**config.mk**
```make
export PLATFORM = sky130hd
export DESIGN_NAME = rvm_adder_arbiter_flat
export DESIGN_NICKNAME = d
export VERILOG_FILES = /design/src/rtl/rvm_adder_arbiter_pkg.sv /design/src/rtl/rvm_adder_arbiter_if.sv /design/src/rtl/rvm_adder.sv /design/src/rtl/rvm_rr_arb3.sv /design/src/rtl/rvm_adder_arbiter.sv /design/src/flat_wrapper.sv
export SDC_FILE = /design/constraint.sdc
export NUM_CORES = 1
export LEC_CHECK = 0
export ABC_AREA = 1
export CORE_MARGIN = 2
export CORE_UTILIZATION = 40
export CTS_BUF_LIST = sky130_fd_sc_hd__clkbuf_8 sky130_fd_sc_hd__clkbuf_16
export DETAILED_ROUTE_END_ITERATION = 8
export PLACE_DENSITY_LB_ADDON = 0.05
export SYNTH_ARGS = -nofsm -noshare
export SYNTH_HDL_FRONTEND = slang
export SYNTH_SLANG_ARGS = --single-unit
```
**constraint.sdc**
```tcl
create_clock -name clk -period 4.05 [get_ports clk]
set_input_delay 0.6075 -clock clk [delete_from_list [all_inputs] [get_ports clk]]
set_output_delay 0.6075 -clock clk [all_outputs]
set_load 0.02 [all_outputs]
```
**src/rtl/rvm_adder_arbiter_pkg.sv**
```systemverilog
// rvm_adder_arbiter_pkg: arith op codes, requester ids and helpers shared by the adder arbiter.
package rvm_adder_arbiter_pkg;
    typedef enum logic [2:0] {
        RVM_ARITH_NOP = 3'd0,
        RVM_ARITH_ADD = 3'd1,
        RVM_ARITH_SUB = 3'd2
    } rvm_arith_op_e;
    localparam int RVM_ADDREQ_N = 3;
    localparam logic [1:0] RVM_ADDREQ_FETCH = 2'd0;
    localparam logic [1:0] RVM_ADDREQ_EXEC = 2'd1;
    localparam logic [1:0] RVM_ADDREQ_LSU = 2'd2;
    typedef enum logic {ARB_EMPTY, ARB_FULL} arb_state_e;
    function automatic logic [1:0] rr_next(input logic [1:0] p);
        return (p == RVM_ADDREQ_LSU) ? RVM_ADDREQ_FETCH : p + 2'd1;
    endfunction
    function automatic logic op_defined(input logic [2:0] op);
        return op inside {RVM_ARITH_NOP, RVM_ARITH_ADD, RVM_ARITH_SUB};
    endfunction
endpackage

```
**src/rtl/rvm_adder_arbiter_if.sv**
```systemverilog
// rvm_adder_arbiter_if: request and response handshake bundle between requesters, consumer and arbiter.
interface rvm_adder_arbiter_if;
    import rvm_adder_arbiter_pkg::*;
    logic [RVM_ADDREQ_N-1:0] req_valid;
    logic [RVM_ADDREQ_N-1:0] req_ready;
    logic [RVM_ADDREQ_N-1:0][2:0] req_op;
    logic [RVM_ADDREQ_N-1:0][31:0] req_lhs;
    logic [RVM_ADDREQ_N-1:0][31:0] req_rhs;
    logic rsp_valid;
    logic rsp_ready;
    logic [1:0] rsp_id;
    logic [32:0] rsp_result;
    logic rsp_err;
    modport master (
        output req_valid, req_op, req_lhs, req_rhs, rsp_ready,
        input req_ready, rsp_valid, rsp_id, rsp_result, rsp_err
    );
    modport slave (
        input req_valid, req_op, req_lhs, req_rhs, rsp_ready,
        output req_ready, rsp_valid, rsp_id, rsp_result, rsp_err
    );
endinterface

```
**src/rtl/rvm_adder.sv**
```systemverilog
// rvm_adder: 33-bit add/sub unit; bit 32 is carry on ADD and borrow on SUB, other ops yield zero.
module rvm_adder
    import rvm_adder_arbiter_pkg::*;
(
    input  logic [2:0]  op,
    input  logic [31:0] lhs,
    input  logic [31:0] rhs,
    output logic [32:0] result
);
    always_comb
        result = (op == RVM_ARITH_ADD) ? {1'b0, lhs} + {1'b0, rhs} :
                 (op == RVM_ARITH_SUB) ? {1'b0, lhs} - {1'b0, rhs} : 33'd0;
endmodule

```
**src/rtl/rvm_rr_arb3.sv**
```systemverilog
// rvm_rr_arb3: combinational 3-way round-robin priority encoder, scanning ptr, ptr+1, ptr+2.
module rvm_rr_arb3
    import rvm_adder_arbiter_pkg::*;
(
    input  logic [2:0] req,
    input  logic [1:0] ptr,
    output logic [2:0] grant
);
    logic [1:0] p1, p2;
    assign p1 = rr_next(ptr);
    assign p2 = rr_next(p1);
    assign grant = req[ptr] ? 3'b001 << ptr :
                   req[p1]  ? 3'b001 << p1  :
                   req[p2]  ? 3'b001 << p2  : 3'b000;
endmodule

```
**src/rtl/rvm_adder_arbiter.sv**
```systemverilog
// rvm_adder_arbiter: round-robin sharing of one rvm_adder between fetch, execute and LSU,
// with a single registered response slot that accepts a new result while the old one drains.
module rvm_adder_arbiter
    import rvm_adder_arbiter_pkg::*;
#(
    parameter int NREQ = RVM_ADDREQ_N,
    parameter int RESET_PTR = 0
) (
    input logic clk,
    input logic reset,
    rvm_adder_arbiter_if.slave bus
);
    arb_state_e state;
    logic [1:0] ptr, gid;
    logic [NREQ-1:0] arb_grant, grant;
    logic can_grant, hs;
    logic [2:0] add_op;
    logic [31:0] add_lhs, add_rhs;
    logic [32:0] add_result;
    rvm_rr_arb3 u_arb (.req(bus.req_valid), .ptr(ptr), .grant(arb_grant));
    assign can_grant = !reset && (state == ARB_EMPTY || bus.rsp_ready);
    assign grant = can_grant ? arb_grant : '0;
    assign hs = |grant;
    assign gid = grant[2] ? RVM_ADDREQ_LSU : grant[1] ? RVM_ADDREQ_EXEC : RVM_ADDREQ_FETCH;
    // Idle adder sees NOP and zero operands so it does not toggle without a handshake.
    assign add_op = hs ? bus.req_op[gid] : RVM_ARITH_NOP;
    assign add_lhs = hs ? bus.req_lhs[gid] : 32'd0;
    assign add_rhs = hs ? bus.req_rhs[gid] : 32'd0;
    rvm_adder u_adder (.op(add_op), .lhs(add_lhs), .rhs(add_rhs), .result(add_result));
    assign bus.req_ready = grant;
    assign bus.rsp_valid = (state == ARB_FULL);
    always_ff @(posedge clk) begin
        if (reset) begin
            state <= ARB_EMPTY;
            ptr <= 2'(RESET_PTR);
            bus.rsp_id <= 2'd0;
            bus.rsp_result <= 33'd0;
            bus.rsp_err <= 1'b0;
        end else if (hs) begin
            state <= ARB_FULL;
            ptr <= rr_next(gid);
            bus.rsp_id <= gid;
            bus.rsp_result <= add_result;
            bus.rsp_err <= !op_defined(add_op);
        end else if (bus.rsp_ready) begin
            state <= ARB_EMPTY;
        end
    end
endmodule

```
**src/flat_wrapper.sv**
```systemverilog
// flat-port wrapper written by rule: the top's interface ports become plain ports
module rvm_adder_arbiter_flat import rvm_adder_arbiter_pkg::*;
#(
    parameter int NREQ = RVM_ADDREQ_N,
    parameter int RESET_PTR = 0
)
  (clk, reset, bus_req_valid, bus_req_op, bus_req_lhs, bus_req_rhs, bus_rsp_ready, bus_req_ready, bus_rsp_valid, bus_rsp_id, bus_rsp_result, bus_rsp_err);
  rvm_adder_arbiter_if bus_i ();
  input logic clk;
  input logic reset;
  input wire logic [$bits(bus_i.req_valid)-1:0] bus_req_valid;
  input wire logic [$bits(bus_i.req_op)-1:0] bus_req_op;
  input wire logic [$bits(bus_i.req_lhs)-1:0] bus_req_lhs;
  input wire logic [$bits(bus_i.req_rhs)-1:0] bus_req_rhs;
  input wire logic [$bits(bus_i.rsp_ready)-1:0] bus_rsp_ready;
  output wire logic [$bits(bus_i.req_ready)-1:0] bus_req_ready;
  output wire logic [$bits(bus_i.rsp_valid)-1:0] bus_rsp_valid;
  output wire logic [$bits(bus_i.rsp_id)-1:0] bus_rsp_id;
  output wire logic [$bits(bus_i.rsp_result)-1:0] bus_rsp_result;
  output wire logic [$bits(bus_i.rsp_err)-1:0] bus_rsp_err;
  assign bus_i.req_valid = bus_req_valid;
  assign bus_i.req_op = bus_req_op;
  assign bus_i.req_lhs = bus_req_lhs;
  assign bus_i.req_rhs = bus_req_rhs;
  assign bus_i.rsp_ready = bus_rsp_ready;
  assign bus_req_ready = bus_i.req_ready;
  assign bus_rsp_valid = bus_i.rsp_valid;
  assign bus_rsp_id = bus_i.rsp_id;
  assign bus_rsp_result = bus_i.rsp_result;
  assign bus_rsp_err = bus_i.rsp_err;
  rvm_adder_arbiter #(.NREQ(NREQ), .RESET_PTR(RESET_PTR)) u_core (.clk(clk), .reset(reset), .bus(bus_i));
endmodule
```
==> out/metrics.yaml <==
drv_cap: 0
max_stage_delay_ns: 0.46
wl_per_cell_um: 16.9
gr-total-overflow: 0
grt_max_degree: 44
tns_ns: 0
syn-num-nets: 1793
clock-sinks: 38
synth_top_area_share_pct: 24.7
worstMarginPinSlew_ns: 0.514
wl_met2_um: 17400
synthTopCellsByCount: "520 x nand2_1, 247 x inv_1, 142 x nand3_1"
clock_path_buffers: 2
reg2reg_slack_ns: 0.40
route.detailed.drc: 0
yosysTopAreaCell: "nand2_1"
hp-class: "register to register"
synthTopCellsByArea: "nand2_1 25%, inv_1 12%, ha_1 10%, dfxtp_1 9.6%, nand3_1 9.0%"
routed.top_layer: "met4"
io_buffers: 246
die_w_um: 144
die_area_sq_um: 20900
initial_core_util_pct: 40.7
grt_first_pass_wirelength_um: 56600
row_count: 51
cts.clk_slew.worst_paths_ns: 0.08
path_class: "primary input to register"
drt-met1-wl_um: 16200
hold_path_end: "u_core.bus.rsp_valid$_SDFFE_PP0P_"
grt_pass1_vias: 10700
async_flop_share_pct: 0
post_dp_cell_area_sq_um: 12500
finalNetCount: 2256
ys_types: 40
crit_path_end_kind: "register"
dr.pass1.iters: 5
period_share_pct: 96.0
timing.rr.end: "u_core.bus.rsp_result[32]$_SDFFE_PP0P_"
yosys_warnings: 0
clk_latency_ns: 0.31
min_from: "u_core.bus.rsp_valid$_SDFFE_PP0P_"
postLayoutCellArea_sq_um: 13600
n_antenna_cell: 0
drt_iter0_drc: 910
slew_viol_final: 0
arrival_ns: 4.08
antenna_found_initial: 0
hold_depth: 2
area_delta_synth_final_pct: 72.7
gp_congestion: 1.01
routed_wl_um: 38000
fmax_ghz: 0.257
rr_worst_depth: 22
reg2reg_from: "u_core.ptr[1]$_SDFFE_PP0P_"
pin_count: 247
track_usage_pct: 35.2
startpoint_type: "primary input"
wl_met3_um: 2790
hold_buffers: 0
irDropWorstVdd_v: 0.000238
setup_viol: 0
drive_gt1_share_pct: 23.0
synth_edf_count: 0
ys_seq_area_share_pct: 9.64
tritoncts: "yes"
hold_viol: 0
cp_slowest_cell: "clkdlybuf4s50_1"
path_max_fanout: 12
synthFlopType: "dfxtp_1"
coreArea_sq_um: 19400
p_leak_nw: 7.03
synth_seq_cells: 38
p_total_mw: 5.44
ant_nets: 0
period_minus_slack_ns: 3.89
cts_root_buf: "clkbuf_16"
status: "finished clean"
ctsHtreeMaxLevel: 2
cts_buffers: 5
hpwl_um: 31000
p_per_area_nw_per_um2: 399
dieHeight_um: 144
syn-cell-area_sq_um: 7890
fin_ws_ns: 0.163
synthCells: 1519
postSynthAreaPerCell_sq_um: 5.19
place_ws_ns: -0.310
required_ns: 4.24
relSlewSlack_pct: 65.7
yosysMostFrequentCell: "nand2_1"
vias: 11500
clock_skew_ns: 0.0207
vias_per_cell: 5.13
## power breakdown
part,switching [mW],total [mW],internal (mW)
registers,0.0287,0.448,0.420
clock network,0.201,0.491,0.290
logic,2.47,4.50,2.02
total,2.70,5.44,2.73
## placed cells by master (no fill, tap or decap), drive strengths merged
cell,synthesis,routed
a211oi,7,7
a21boi,3,3
a21o,5,5
a21oi,69,69
a221oi,4,4
a22o,1,1
a31oi,19,19
and2,1,1
buf,34,275
bufinv,0,1
clkbuf,35,9
clkdlybuf4s50,0,244
clkinv,1,2
clkinvlp,0,1
dfxtp,38,38
dlymetal6s2s,0,2
fa,2,2
ha,65,65
inv,253,253
nand2,526,526
nand3,146,146
nand3b,6,6
nand4,12,12
nor2,142,142
nor3,19,19
nor3b,2,2
nor4,2,2
o21a,1,1
o21ai,64,64
o21bai,8,8
o22ai,18,18
or2,1,1
xnor2,1,1
xor2,34,34
## what timing repair did
| action | CTS | global route |
|---|---|---|
| endpoints found under the setup margin | 3 | 28 |
| resized for setup | 2 | 207 |
| setup buffers | 0 | 6 |
| pin swaps | 0 | 15 |
| gates cloned | 0 | 4 |
## metrics by stage
stage               hold WS (ns)  util [%]  instances
floorplan                  0.480         -       1519
global placement           0.500      64.5       2230
detailed placement         0.500      64.5       2230
CTS                        0.517      65.4       2238
global route               0.534      70.2       2248
finish                     0.519      70.2       2248
## critical path, delay by kind of cell
kind	cells	cell delay [ns]
AO/OA/AOI/OAI	4	0.69
buffers and inverters	10	1.52
adder cells (fa/ha/maj)	1	0.32
AND/OR/NAND/NOR	10	0.95
## cell type report
type	count	area (sq um)
inverter	254	965
clock inverter	3	40.0
clock buffer	5	125
timing repair buffer	525	4800
multi-input combinational	1158	6610
fill	1829	5770
sequential	38	761
tap	265	332
## flip-flops by register name, indices dropped and copies added (netlist names)
name,count
u_core.bus.rsp_result,33
u_core.ptr,2
u_core.bus.rsp_valid,1
u_core.bus.rsp_id,1
u_core.bus.rsp_err,1
## worst max path at each step
stage | start | end | cells after the start
5_1_grt | bus_rsp_ready | u_core.bus.rsp_result[31]$_SDFFE_PP0P_ | 28
6_report | bus_rsp_ready | u_core.bus.rsp_result[32]$_SDFFE_PP0P_ | 25
3_5_place_dp | bus_req_valid[1] | u_core.bus.rsp_result[26]$_SDFFE_PP0P_ | 27
2_1_floorplan | bus_req_valid[1] | u_core.bus.rsp_result[18]$_SDFFE_PP0P_ | 27
4_1_cts | bus_req_valid[1] | u_core.bus.rsp_result[31]$_SDFFE_PP0P_ | 26
3_3_place_gp | bus_req_valid[1] | u_core.bus.rsp_result[14]$_SDFFE_PP0P_ | 26
## cells by family after synthesis
group                      Yosys count  synth area share (%)
and+or+nand+nor                    857                  45.1
buffers and inverters              323                  16.2
DFF                                 38                  9.64
AOI/OAI and AO/OA                  199                  14.4
adders and majority gates           67                  10.8
xor gates and xnor gates            35                  3.89
## routing by layer
metal,GRT usage (%),vias to the layer above
met5,0,-
met4,12.7,0
met3,4.97,101
met2,59.4,530
met1,45.7,5205
li1,-,5688
Note: power is estimated with default switching activity, not from simulation.
